**config.mk**
```make
export PLATFORM = sky130hd
export DESIGN_NAME = fnd_scan_ctrl
export DESIGN_NICKNAME = d
export VERILOG_FILES = /design/src/rtl/fnd_pkg.sv /design/src/rtl/bin2bcd_14.sv /design/src/rtl/fnd_scan_ctrl.sv
export SDC_FILE = /design/constraint.sdc
export NUM_CORES = 1
export LEC_CHECK = 0
export ABC_AREA = 1
export BUFFER_PORTS_ARGS = -buffer_cell sky130_fd_sc_hd__clkbuf_2
export CORE_ASPECT_RATIO = 1.2
export CORE_UTILIZATION = 65
export DETAILED_ROUTE_END_ITERATION = 6
export PLACE_DENSITY = 0.95
export SYNTH_ARGS = -nofsm -noshare
export SYNTH_HDL_FRONTEND = slang
export SYNTH_SLANG_ARGS = --single-unit
```
**constraint.sdc**
```tcl
create_clock -name clk -period 7.73 [get_ports clk]
set_input_delay 0.3865 -clock clk [delete_from_list [all_inputs] [get_ports clk]]
set_output_delay 0.3865 -clock clk [all_outputs]
set_load 0.1 [all_outputs]
```
**src/rtl/fnd_pkg.sv**
```systemverilog
// rtl/fnd_pkg.sv - shared types and constants for the FND scan controller
package fnd_pkg;

  typedef enum logic [1:0] {
    IDLE  = 2'd0,
    SHIFT = 2'd1,
    LOAD  = 2'd2
  } conv_state_t;

  localparam int          NUM_DIGITS = 4;
  localparam int          DATA_W     = 14;
  localparam logic [13:0] OVF_LIMIT  = 14'd9999;

  // Active-low segments, dp (bit 7) off
  localparam logic [7:0] FONT_0     = 8'hC0;
  localparam logic [7:0] FONT_1     = 8'hF9;
  localparam logic [7:0] FONT_2     = 8'hA4;
  localparam logic [7:0] FONT_3     = 8'hB0;
  localparam logic [7:0] FONT_4     = 8'h99;
  localparam logic [7:0] FONT_5     = 8'h92;
  localparam logic [7:0] FONT_6     = 8'h82;
  localparam logic [7:0] FONT_7     = 8'hF8;
  localparam logic [7:0] FONT_8     = 8'h80;
  localparam logic [7:0] FONT_9     = 8'h90;
  localparam logic [7:0] FONT_DASH  = 8'hBF;
  localparam logic [7:0] FONT_BLANK = 8'hFF;

  function automatic logic [7:0] digit_font(input logic [3:0] d);
    logic [7:0] f;
    case (d)
      4'd0:    f = FONT_0;
      4'd1:    f = FONT_1;
      4'd2:    f = FONT_2;
      4'd3:    f = FONT_3;
      4'd4:    f = FONT_4;
      4'd5:    f = FONT_5;
      4'd6:    f = FONT_6;
      4'd7:    f = FONT_7;
      4'd8:    f = FONT_8;
      4'd9:    f = FONT_9;
      default: f = FONT_BLANK;
    endcase
    return f;
  endfunction

endpackage

```
**src/rtl/bin2bcd_14.sv**
```systemverilog
// rtl/bin2bcd_14.sv - 16-cycle double-dabble converter (IDLE capture, 14 SHIFT, LOAD)
module bin2bcd_14
  import fnd_pkg::*;
(
  input  logic        clk,
  input  logic        reset,
  input  logic [13:0] data,
  input  logic [3:0]  dot,
  output logic [15:0] bcd,
  output logic [3:0]  dots,
  output logic        ovf,
  output logic        load
);

  conv_state_t       state, state_next;
  logic [3:0]        shift_cnt;
  logic [DATA_W-1:0] sample;
  logic              capture, shift_en;
  logic [3:0]        n3, n2, n1, n0;

  function automatic logic [3:0] add3(input logic [3:0] n);
    return (n >= 4'd5) ? n + 4'd3 : n;
  endfunction

  always_ff @(posedge clk or posedge reset) begin
    if (reset) state <= IDLE;
    else       state <= state_next;
  end

  always_comb begin
    state_next = state;
    case (state)
      IDLE:    state_next = SHIFT;
      SHIFT:   if (shift_cnt == 4'd13) state_next = LOAD;
      LOAD:    state_next = IDLE;
      default: state_next = IDLE;
    endcase
  end

  always_comb begin
    capture  = 1'b0;
    shift_en = 1'b0;
    load     = 1'b0;
    case (state)
      IDLE:    capture  = 1'b1;
      SHIFT:   shift_en = 1'b1;
      LOAD:    load     = 1'b1;
      default: ;
    endcase
  end

  assign n3 = add3(bcd[15:12]);
  assign n2 = add3(bcd[11:8]);
  assign n1 = add3(bcd[7:4]);
  assign n0 = add3(bcd[3:0]);

  always_ff @(posedge clk or posedge reset) begin
    if (reset) begin
      sample    <= '0;
      dots      <= '0;
      ovf       <= 1'b0;
      bcd       <= '0;
      shift_cnt <= '0;
    end else if (capture) begin
      sample    <= data;
      dots      <= dot;
      ovf       <= (data > OVF_LIMIT);
      bcd       <= '0;
      shift_cnt <= '0;
    end else if (shift_en) begin
      bcd       <= {n3[2:0], n2, n1, n0, sample[DATA_W-1]};
      sample    <= {sample[DATA_W-2:0], 1'b0};
      shift_cnt <= shift_cnt + 4'd1;
      // A carry out of the thousands nibble can only come from a value above the limit
      ovf       <= ovf | n3[3];
    end
  end

endmodule

```
**src/rtl/fnd_scan_ctrl.sv**
```systemverilog
// rtl/fnd_scan_ctrl.sv - 4-digit 7-segment scan controller with binary-to-BCD front end
module fnd_scan_ctrl
  import fnd_pkg::*;
#(
  parameter int CLK_HZ  = 100_000_000,
  parameter int SCAN_HZ = 1000
) (
  input  logic        clk,
  input  logic        reset,
  input  logic [13:0] fndData,
  input  logic [3:0]  fndDot,
  output logic [3:0]  fndCom,
  output logic [7:0]  fndFont,
  output logic        bcdValid
);

  localparam int SCAN_DIV = CLK_HZ / SCAN_HZ;
  localparam int CNT_W    = (SCAN_DIV > 2) ? $clog2(SCAN_DIV) : 1;

  logic [CNT_W-1:0]      pre_cnt;
  logic                  tick;
  logic [1:0]            idx, idx_next;
  logic [15:0]           conv_bcd, disp_bcd;
  logic [NUM_DIGITS-1:0] conv_dots, disp_dot;
  logic                  conv_ovf, conv_load, disp_ovf;
  logic [3:0]            nib, com_next;
  logic [7:0]            font_next;

  bin2bcd_14 u_conv (
    .clk   (clk),
    .reset (reset),
    .data  (fndData),
    .dot   (fndDot),
    .bcd   (conv_bcd),
    .dots  (conv_dots),
    .ovf   (conv_ovf),
    .load  (conv_load)
  );

  assign tick     = (pre_cnt == CNT_W'(SCAN_DIV - 1));
  assign idx_next = idx + 2'd1;

  always_ff @(posedge clk or posedge reset) begin
    if (reset) begin
      pre_cnt <= '0;
      idx     <= 2'd0;
    end else if (tick) begin
      pre_cnt <= '0;
      idx     <= idx_next;
    end else begin
      pre_cnt <= pre_cnt + 1'b1;
    end
  end

  // Display registers only change on LOAD, so the scan never sees a half-done conversion
  always_ff @(posedge clk or posedge reset) begin
    if (reset) begin
      disp_bcd <= '0;
      disp_dot <= '0;
      disp_ovf <= 1'b0;
      bcdValid <= 1'b0;
    end else begin
      bcdValid <= conv_load;
      if (conv_load) begin
        disp_bcd <= conv_bcd;
        disp_dot <= conv_dots;
        disp_ovf <= conv_ovf;
      end
    end
  end

  always_comb begin
    case (idx_next)
      2'd0:    nib = disp_bcd[3:0];
      2'd1:    nib = disp_bcd[7:4];
      2'd2:    nib = disp_bcd[11:8];
      default: nib = disp_bcd[15:12];
    endcase
    font_next = disp_ovf ? FONT_DASH : digit_font(nib);
    if (disp_dot[idx_next]) font_next[7] = 1'b0;
    com_next = ~(4'b0001 << idx_next);
  end

  always_ff @(posedge clk or posedge reset) begin
    if (reset) begin
      fndCom  <= 4'b1111;
      fndFont <= FONT_BLANK;
    end else if (tick) begin
      fndCom  <= com_next;
      fndFont <= font_next;
    end
  end

endmodule

```
==> results of run 1 <==
==> flip-flops by register name (all words and copies together), names as in the netlist <==
signal,cells
idx,2
fndFont,8
disp_dot,4
u_conv.ovf,1
disp_bcd,16
u_conv.bcd,16
fndCom,4
u_conv.sample,14
bcdValid,1
disp_ovf,1
u_conv.shift_cnt,4
u_conv.state,2
pre_cnt,17
u_conv.dots,4
==> area by class of cell <==
class / count / area share [%]
Inverter: 70 / 5.23
Clock inverter: 5 / 1.24
Clock buffer: 11 / 2.95
Multi-Input combinational cell: 374 / 38.9
Tap cell: 87 / 2.12
Sequential cell: 94 / 46.1
Timing Repair Buffer: 34 / 3.46
==> cells by family (layout without fill, tap and decap cells) <==
logic type	after synthesis	count (layout)	share of synthesized area (%)
XOR/XNOR	16	16	2.98
flip-flops	94	94	50.3
AO/OA/AOI/OAI	94	94	12.4
AND/OR/NAND/NOR	247	247	22.6
adder cells (fa/ha/maj)	17	17	4.52
buffers and inverters	83	120	7.25
==> per-layer routing <==
layer,track usage (%),share of wire [%]
met5,0,0
met4,14.1,2.1
met3,5.07,4.7
met2,48.9,52
met1,33.8,41
==> repair_timing <==
action                                  in CTS  in global routing
endpoints found under the setup margin       0                  0
hold buffers                                 1                  0
endpoints found under the hold margin        8                  0
buffers inserted                             0                  0
==> cells in the final DEF, fill, tap and decap left out, types with 7 or more instances in the layout <==
cell type	instances
nor2_1	53
a21oi_1	12
ha_1	17
nand2_1	137
o22ai_1	7
dfrtp_1	82
clkbuf_2	32
nand3_1	23
o21ai_0	46
dfstp_2	12
xor2_1	15
nand4_1	7
inv_2	7
clkbuf_8	11
o21ai_2	7
inv_1	60
==> worst register-to-register path, delay by kind of cell, from the launching register on <==
family | cells | cell delay, ps
buffers and inverters | 2 | 970
flip-flops | 1 | 550
AO/OA/AOI/OAI | 2 | 420
AND/OR/NAND/NOR | 1 | 400
==> power groups by stage <==
stage | sequential [W] | combinational [W] | clock [W]
final | 0.000562 | 0.000144 | 0.000345
after global routing | 0.000566 | 0.000167 | 0.000370
after CTS | 0.000561 | 0.000144 | 0.000350
after detailed placement | 0.000569 | 0.000141 | 0
after global placement | 0.000568 | 0.000132 | 0
after floorplan | 0.000558 | 0.000111 | 0
==> per-stage QoR <==
step | cell area [um2] | setup slack (ps) | utilization, % | total power, W | cells
2_1_floorplan | 4710 | 4910 | - | 0.000668 | 551
3_3_place_gp | 4910 | 5540 | 70.8 | 0.000700 | 658
3_5_place_dp | 4910 | 5400 | 70.8 | 0.000710 | 658
4_1_cts | 5140 | 5390 | 74.1 | 0.00106 | 675
5_1_grt | 5140 | 5040 | 74.1 | 0.00110 | 675
6_report | 5140 | 5300 | 74.1 | 0.00105 | 675
==> worst paths after layout <==
check | endpoint | slack [ps] | depth (start not counted)
max | u_conv.bcd[5] | 5300 | 5
min | u_conv.dots[1] | 230 | 3
min reg2reg | fndFont[6] | 470 | 2
max reg2reg | u_conv.bcd[5] | 5300 | 5
max in group asynchronous | u_conv.bcd[7] | 6030 | 4
min in group asynchronous | pre_cnt[6] | 480 | 3
==> metrics.txt, run 1 <==
Final Skew=13.9 ps; Post-layout nets=620; area share of the largest cell type after synthesis=43.6%; TNS Setup=0 ps; worst vdd ir=0.000100 V; syn_area_per_cell=8.55 um2; CP arrival=2710 ps; Power Internal=0.000753 W; Hold Fails Final Rpt=0; #FFs+latches synth=94; TritonCTS Sinks=94; Worst Hold Class=input port to flip-flop; Syn Nets=588; total wire length=9690 um; CP max stage delay=580 ps; FMAX=0.412 GHz; I/O Buffers=32; GRT Residual Overflow=0; CTS buffer count=9; worst hold margin=228 ps; YS warnings=0; CP max-delay cell=inv_1; fillcell total=464; Critical R2R Launch=u_conv.state[1]; Synth Instances=551; ANT nets after route=0; Final setup violation count=0; area of the core=6940 um2; Unique masters post-synth=41; hpwl dp=6780 um; P_sw=0.000299 W; hold path startpoint=fndDot[1]; clock share of power=32.8%; fin crit period=2430 ps; synth cell count leaders=137 x nand2_1, 82 x dfrtp_1, 61 x inv_1; wire per inst=14.4 um; number of antenna violations at the first check in global routing=0; FP Rows=33; Max-cap violations=0; Die Width=79.7 um; pin count of the biggest net entering global routing=79; Synth area leader=dfrtp_1; Main synth FF type=dfrtp_1; Slew Limit Fails=0; Critical path buffers and inverters=2; outcome=complete, no violations; Req. time, crit path=8010 ps; crit path launch=u_conv.state[1]; crit-path cells=inv_2, nand2_1, inv_1, o21ai_0, o22ai_1; area taken by multi-input logic gates=2000 um2; Clk pin slew, worst setup/hold paths=90 ps; H-Tree Depth=3; Final GP Congestion=0.902; Area growth, synth to finish=9.11%; first-pass GRT wire length=16400 um; Top Ports=33; TritonCTS clock tree=done; PD cells=205 nW/um2; PostCTS Resize Cnt=0; Leak=2.50 nW; Rel. slew slack=23.8%; Vias per Instance=5.56; Crit Path Class=flip-flop to flip-flop; Die ar.=7590 um2; sw frac=28.4%; Max Buffers Root-to-Sink=2; top cells by area, synth=dfrtp_1 44%, nand2_1 11%, dfstp_2 6.7%, o21ai_0 4.9%, inv_1 4.9%; clock root buffer=clkbuf_8; Tot GR Track Use=28.3%; ANT cells=0; final worst-path cycle share=31.4%; register share of total power=53.5%; router iterations before antenna repair=5; register area=2370 um2; crit start category=flip-flop; Seq/Total Area, Yosys=50.3%; DRC=0; later-pin clock latency in the skew report=370 ps; ys async rst share=100%; unrepaired setup endpoints after global routing=false; CP Capture Type=flip-flop; synthesized area=4710 um2; Initial Util=67.9%; Via Count=3756; Post-synth EDFFs=0; die height=95.2 um; CP top delay family=buffers and inverters; share of cells above drive strength 1=17.3%; combinational share of power=13.7%; number of global-route vias before repair=3685; dominant cell by count in the synthesized netlist=nand2_1; CP Max Fanout=23; First DRT Iteration DRCs=320; actual slew at the worst max-slew pin=1140 ps
Note: power is estimated with default switching activity, not from simulation.
==> run 2: changes to the inputs <==
Settings changed: CORE_UTILIZATION 65 to 54, PLACE_DENSITY 0.95 to 0.87.
Clock period 7.73 ns to 2 ns, I/O delays scaled along.
==> metrics.txt, run 2 (synthesis results as in run 1) <==
outcome=complete, no violations; later-pin clock latency in the skew report=370 ps (about the same); Area growth, synth to finish=15.6%; Max Buffers Root-to-Sink=2 (unchanged); H-Tree Depth=3 (unchanged); CP arrival=2150 ps (-560 ps); Finished Cell Area=5450 um2 (+6.0%); Largest regs=pre_cnt: 17 flops, disp_bcd: 16 flops, u_conv.bcd: 16 flops; FMAX=0.544 GHz (+32%); Hold Fails Final Rpt=0 (unchanged); worst vdd ir=0.000649 V (+550%); clock root buffer=clkbuf_8; CTS buffer count=9 (unchanged); CP max-delay cell=dfrtp_2; Rel. slew slack=56.2% (+32 points); Inst Count DP=693 (+5.3%); TritonCTS clock tree=done; first-pass GRT wire length=17100 um (+4.5%); unrepaired setup endpoints after global routing=false; Top Ports=33 (unchanged); ANT cells=0 (unchanged); most frequent cells in the layout=136 x nand2_1, 81 x dfrtp_1, 59 x inv_1; Die Width=87.3 um (+9.5%); Critical path buffers and inverters=3 (+1); DRC=0 (unchanged); PD cells=760 nW/um2 (+270%); placement-stage cell area=5020 um2 (+2.2%); FP Rows=36 (+9.1%); Power, Total=0.00414 W (+290%); CP Max Fanout=8 (-65%); crit-path most repeated cell=nand2_1; fin crit period=1840 ps (-591 ps); number of global-route vias before repair=3817 (+3.6%); Final Skew=11.9 ps (-1.94 ps); CP top delay family=adder cells; Die ar.=9100 um2 (+20%); Tot GR Track Use=23.8% (-4.5 points); TNS Setup=0 ps (unchanged); non-filler instance count after layout=726 (+7.6%); number of antenna violations at the first check in global routing=0 (unchanged); CP max stage delay=460 ps (-120 ps); First DRT Iteration DRCs=237 (-26%); Worst Hold Class=input port to flip-flop; Slew Limit Fails=0 (unchanged); GRT Residual Overflow=0 (unchanged); Largest Register=pre_cnt; Crit Path Class=flip-flop to flip-flop; Vias per Instance=5.32 (-4.4%); number of setup buffers added after CTS=0 (unchanged); Post-layout nets=644 (+3.9%); Via Count=3864 (+2.9%); pin count of the biggest net entering global routing=37 (-53%); Leak=2.62 nW (+4.5%); max reg flops=17 (unchanged); actual slew at the worst max-slew pin=656 ps (-483 ps); die height=104 um (+9.5%); Req. time, crit path=2310 ps (-5700 ps); ANT nets after route=0 (unchanged); Initial Util=56.8% (-11 points); wire per inst=13.9 um (-3.1%); total wire length=10100 um (+4.2%); Clk pin slew, worst setup/hold paths=100 ps (about the same); Max-cap violations=0 (unchanged); hpwl dp=7120 um (+4.9%); I/O Buffers=32 (unchanged); final worst-path cycle share=91.9% (+60 points); router iterations before antenna repair=5 (unchanged); TritonCTS Sinks=94 (unchanged); Core Util, Final=65.7% (-8.4 points); CP Capture Type=flip-flop; share of cells above drive strength 1=18.8% (+1.4 points); crit-path cells=inv_4, ha_1, inv_2, nand2_1, nor2_1, nor2_2, ha_1, inv_1, nand2_1, nand2_1, nand2_1, a21oi_2; Final setup violation count=0 (unchanged); crit start category=flip-flop; fillcell total=650 (+40%); commonest non-fill, non-tap cell in the layout=nand2_1; Final GP Congestion=0.941 (+4.4%); area of the core=8290 um2 (+19%)
==> run 2: cell count changes in the layout (fill, tap and decap cells not counted), sizes merged <==
cell | previous run | this run
clkbuf | 43 | 41
inv | 69 | 68
clkinv | 4 | 5
buf | 1 | 9
dlygate4sd3 | 1 | 17
clkinvlp | 1 | 2
bufinv | 1 | 2
==> run 2: repair_timing <==
item                       4_1_cts  5_1_grt
hold buffers                    17        0
gates resized for setup          1        7
pin swaps                        0        1
hold endpoints to repair        43        0
setup endpoints to repair        1        5
==> run 2: power by group <==
part / switching, W / total (W) / internal [W]
Clock: 0.000676 / 0.00139 / 0.000710
Combinational: 0.000354 / 0.000585 / 0.000231
Sequential: 0.000110 / 0.00217 / 0.00206
==> run 2: per-stage QoR <==
step | worst slack, ps | hold slack [ps]
floorplan | 251 | 217
global placement | 165 | 207
detailed placement | 16.7 | 216
CTS | 42.0 | 20.5
global route | 8.53 | 40.7
finish | 163 | 21.6
==> run 2: final timing paths <==
check	slack (ps)	depth (start not counted)	start	to
worst min register to register	470	2	fndFont[6]	fndFont[6]
max in group asynchronous	930	4	reset	disp_bcd[6]
worst max-delay path	160	12	idx[0]	fndFont[3]
worst max register to register	160	12	idx[0]	fndFont[3]
worst min-delay path	20	3	fndData[11]	u_conv.sample[11]
min in group asynchronous	360	3	reset	disp_bcd[1]
==> run 2: layer usage <==
metal,vias to the layer above,share of wire [%],track usage (%)
li1,1885,-,-
met1,1835,42,29.1
met2,118,51,40.2
met3,26,4.1,4.60
met4,0,3.2,10.8
met5,-,0,0
==> run 2: area by class of cell <==
type                    instances  area (um2)  share of cell area, %
flip-flops and latches         94        2370                   43.5
multi-input cells             374        2030                   37.2
repair buffers                 58         410                   7.54
inverters                      70         274                   5.03
well taps                     114         143                   2.62
clock buffers                   9         124                   2.27
clock inverters                 7        97.6                   1.79
==> run 2: worst reg2reg max path, cell delays in order (launching register included) <==
cell     delay [ps]
dfrtp_2         460
inv_4            80
ha_1            210
inv_2           120
nand2_1          90
nor2_1          130
nor2_2           50
ha_1            260
inv_1            80
nand2_1          60
nand2_1          70
nand2_1          60
a21oi_2         120
==> run 3: changes to the inputs <==
Settings changed: CORE_ASPECT_RATIO 1.2 to 0.6.
==> metrics.txt, run 3 (synthesis results as in run 1) <==
final worst-path cycle share=93.0% (+1.1 points); Hold Fails Final Rpt=0 (unchanged); Tot GR Track Use=26.3% (+2.5 points); Post-layout nets=642 (-0.31%); crit-path most repeated cell=nand2_1; CP Max Fanout=5 (-3); CP top delay family=simple AND/OR/NAND/NOR gates; DRC=0 (unchanged); crit start category=flip-flop; Final Skew=8.41 ps (-3.51 ps); Worst Hold Class=input port to flip-flop; Die ar.=9110 um2 (+0.12%); combinational share of power=13.1% (-1.0 points); CTS buffer count=9 (unchanged); fillcell total=634 (-2.5%); first-pass GRT wire length=17900 um (+4.5%); CP max-delay cell=dfrtp_1; TritonCTS clock tree=done; FMAX=0.538 GHz (-1.2%); Top Ports=33 (unchanged); router iterations before antenna repair=5 (unchanged); Leak=2.65 nW (+1.3%); Clk pin slew, worst setup/hold paths=60 ps (-40 ps); Final GP Congestion=0.972 (+3.3%); pin count of the biggest net entering global routing=45 (+22%); Max-cap violations=0 (unchanged); Die Width=123 um (+40%); Largest regs=pre_cnt: 17 flops, disp_bcd: 16 flops, u_conv.bcd: 16 flops; PD cells=839 nW/um2 (+10%); fin crit period=1860 ps (+21.6 ps); CP arrival=2140 ps (about the same); CP max stage delay=420 ps (-40 ps); Vias per Instance=5.47 (+2.9%); Critical path buffers and inverters=2 (-1); later-pin clock latency in the skew report=350 ps (-20 ps); FP Rows=25 (-31%); Area growth, synth to finish=17.0%; GRT Residual Overflow=0 (unchanged); register share of total power=47.0% (-5.4 points); area taken by multi-input logic gates=2020 um2 (-0.25%); Initial Util=57.7% (+0.86 points); worst vdd ir=0.000506 V (-22%); sw frac=26.0% (-1.5 points); clock root buffer=clkbuf_16; commonest non-fill, non-tap cell in the layout=nand2_1; CP Capture Type=flip-flop; number of global-route vias before repair=3726 (-2.4%); First DRT Iteration DRCs=373 (+57%); crit-path cells=inv_1, ha_2, nand2_1, nand2_1, nor2_1, nor2_2, ha_1, inv_1, nand2_1, nand2_1, nand2_1, a21oi_2; ANT nets after route=0 (unchanged); Power Internal=0.00342 W (+14%); Via Count=3931 (+1.7%); worst hold margin=12.0 ps (-9.56 ps); Slew Limit Fails=0 (unchanged); TritonCTS Sinks=94 (unchanged); max reg flops=17 (unchanged); number of antenna violations at the first check in global routing=0 (unchanged); I/O Buffers=32 (unchanged); clock share of power=40.0% (+6.5 points); register area=2370 um2 (unchanged); most frequent cells in the layout=136 x nand2_1, 81 x dfrtp_1, 59 x inv_1; share of cells above drive strength 1=19.3% (+0.55 points); Max Buffers Root-to-Sink=2 (unchanged); Req. time, crit path=2280 ps (-30 ps); total wire length=10900 um (+7.5%); P_sw=0.00120 W (+5.6%); Crit Path Class=flip-flop to flip-flop; Final setup violation count=0 (unchanged); H-Tree Depth=3 (unchanged); die height=74.3 um (-29%); area of the core=8160 um2 (-1.5%); Core Util, Final=67.5% (+1.8 points); Rel. slew slack=64.0% (+7.8 points); actual slew at the worst max-slew pin=542 ps (-114 ps); hpwl dp=7510 um (+5.5%); outcome=complete, no violations; ANT cells=0 (unchanged); Largest Register=pre_cnt; wire per inst=15.1 um (+8.7%)
[run 3: power groups by stage]
stage	Sequential [W]	Combinational, W	Clock, W
6_report	0.00217	0.000604	0.00185
5_1_grt	0.00218	0.000694	0.00194
4_1_cts	0.00217	0.000596	0.00187
3_5_place_dp	0.00220	0.000561	0
3_3_place_gp	0.00219	0.000535	0
2_1_floorplan	0.00216	0.000428	0
[run 3: final cells by class]
type                            count  area share [%]
Sequential cell                    94            43.0
Multi-Input combinational cell    374            36.7
Timing Repair Buffer               56            7.04
Tap cell                          108            2.45
Clock inverter                      6            1.54
Clock buffer                       10            4.34
Inverter                           70            4.93
[run 3: worst reg2reg max path, stage by stage, from the launching register on]
cell and delay (ps):
dfrtp_1 420, inv_1 130, ha_2 250, nand2_1 90, nand2_1 110, nor2_1 60, nor2_2 120, ha_1 260
inv_1 70, nand2_1 50, nand2_1 70, nand2_1 60, a21oi_2 120
[run 3: per-layer routing]
layer / wire length (um) / share of wire [%] / up-vias / global-route usage, %
li1: - / - / 1876 / -
met1: 5090 / 47 / 1898 / 34.7
met2: 4930 / 45 / 135 / 42.3
met3: 657 / 6.1 / 22 / 7.67
met4: 178 / 1.6 / 0 / 8.54
met5: 0 / 0 / - / 0
[run 3: per-stage QoR]
step           power [W]  cell area (um2)  cells  setup TNS (ps)  setup WS [ps]
3_3_place_gp     0.00272             5010    687               0            171
4_1_cts          0.00463             5480    717               0           21.4
2_1_floorplan    0.00258             4710    551               0            251
5_1_grt          0.00482             5510    718           -5.85          -5.85
6_report         0.00462             5510    718               0            141
3_5_place_dp     0.00276             5010    687               0           42.1
[run 3: path summary, 6_finish.rpt]
kind / startpoint / endpoint / slack [ps] / cells past startpoint
max: idx[1] / fndFont[3] / 140 / 12
min: fndData[13] / u_conv.sample[13] / 10 / 3
max reg2reg: idx[1] / fndFont[3] / 140 / 12
min reg2reg: pre_cnt[0] / pre_cnt[0] / 460 / 1
max in group asynchronous: reset / fndFont[3] / 1070 / 4
min in group asynchronous: reset / bcdValid / 250 / 3
[run 3: repair_timing]
action                                  CTS  global route
endpoints found under the hold margin    25             0
setup buffers                             0             1
resized for setup                         1             7
hold buffers                             14             0
endpoints found under the setup margin    1             6
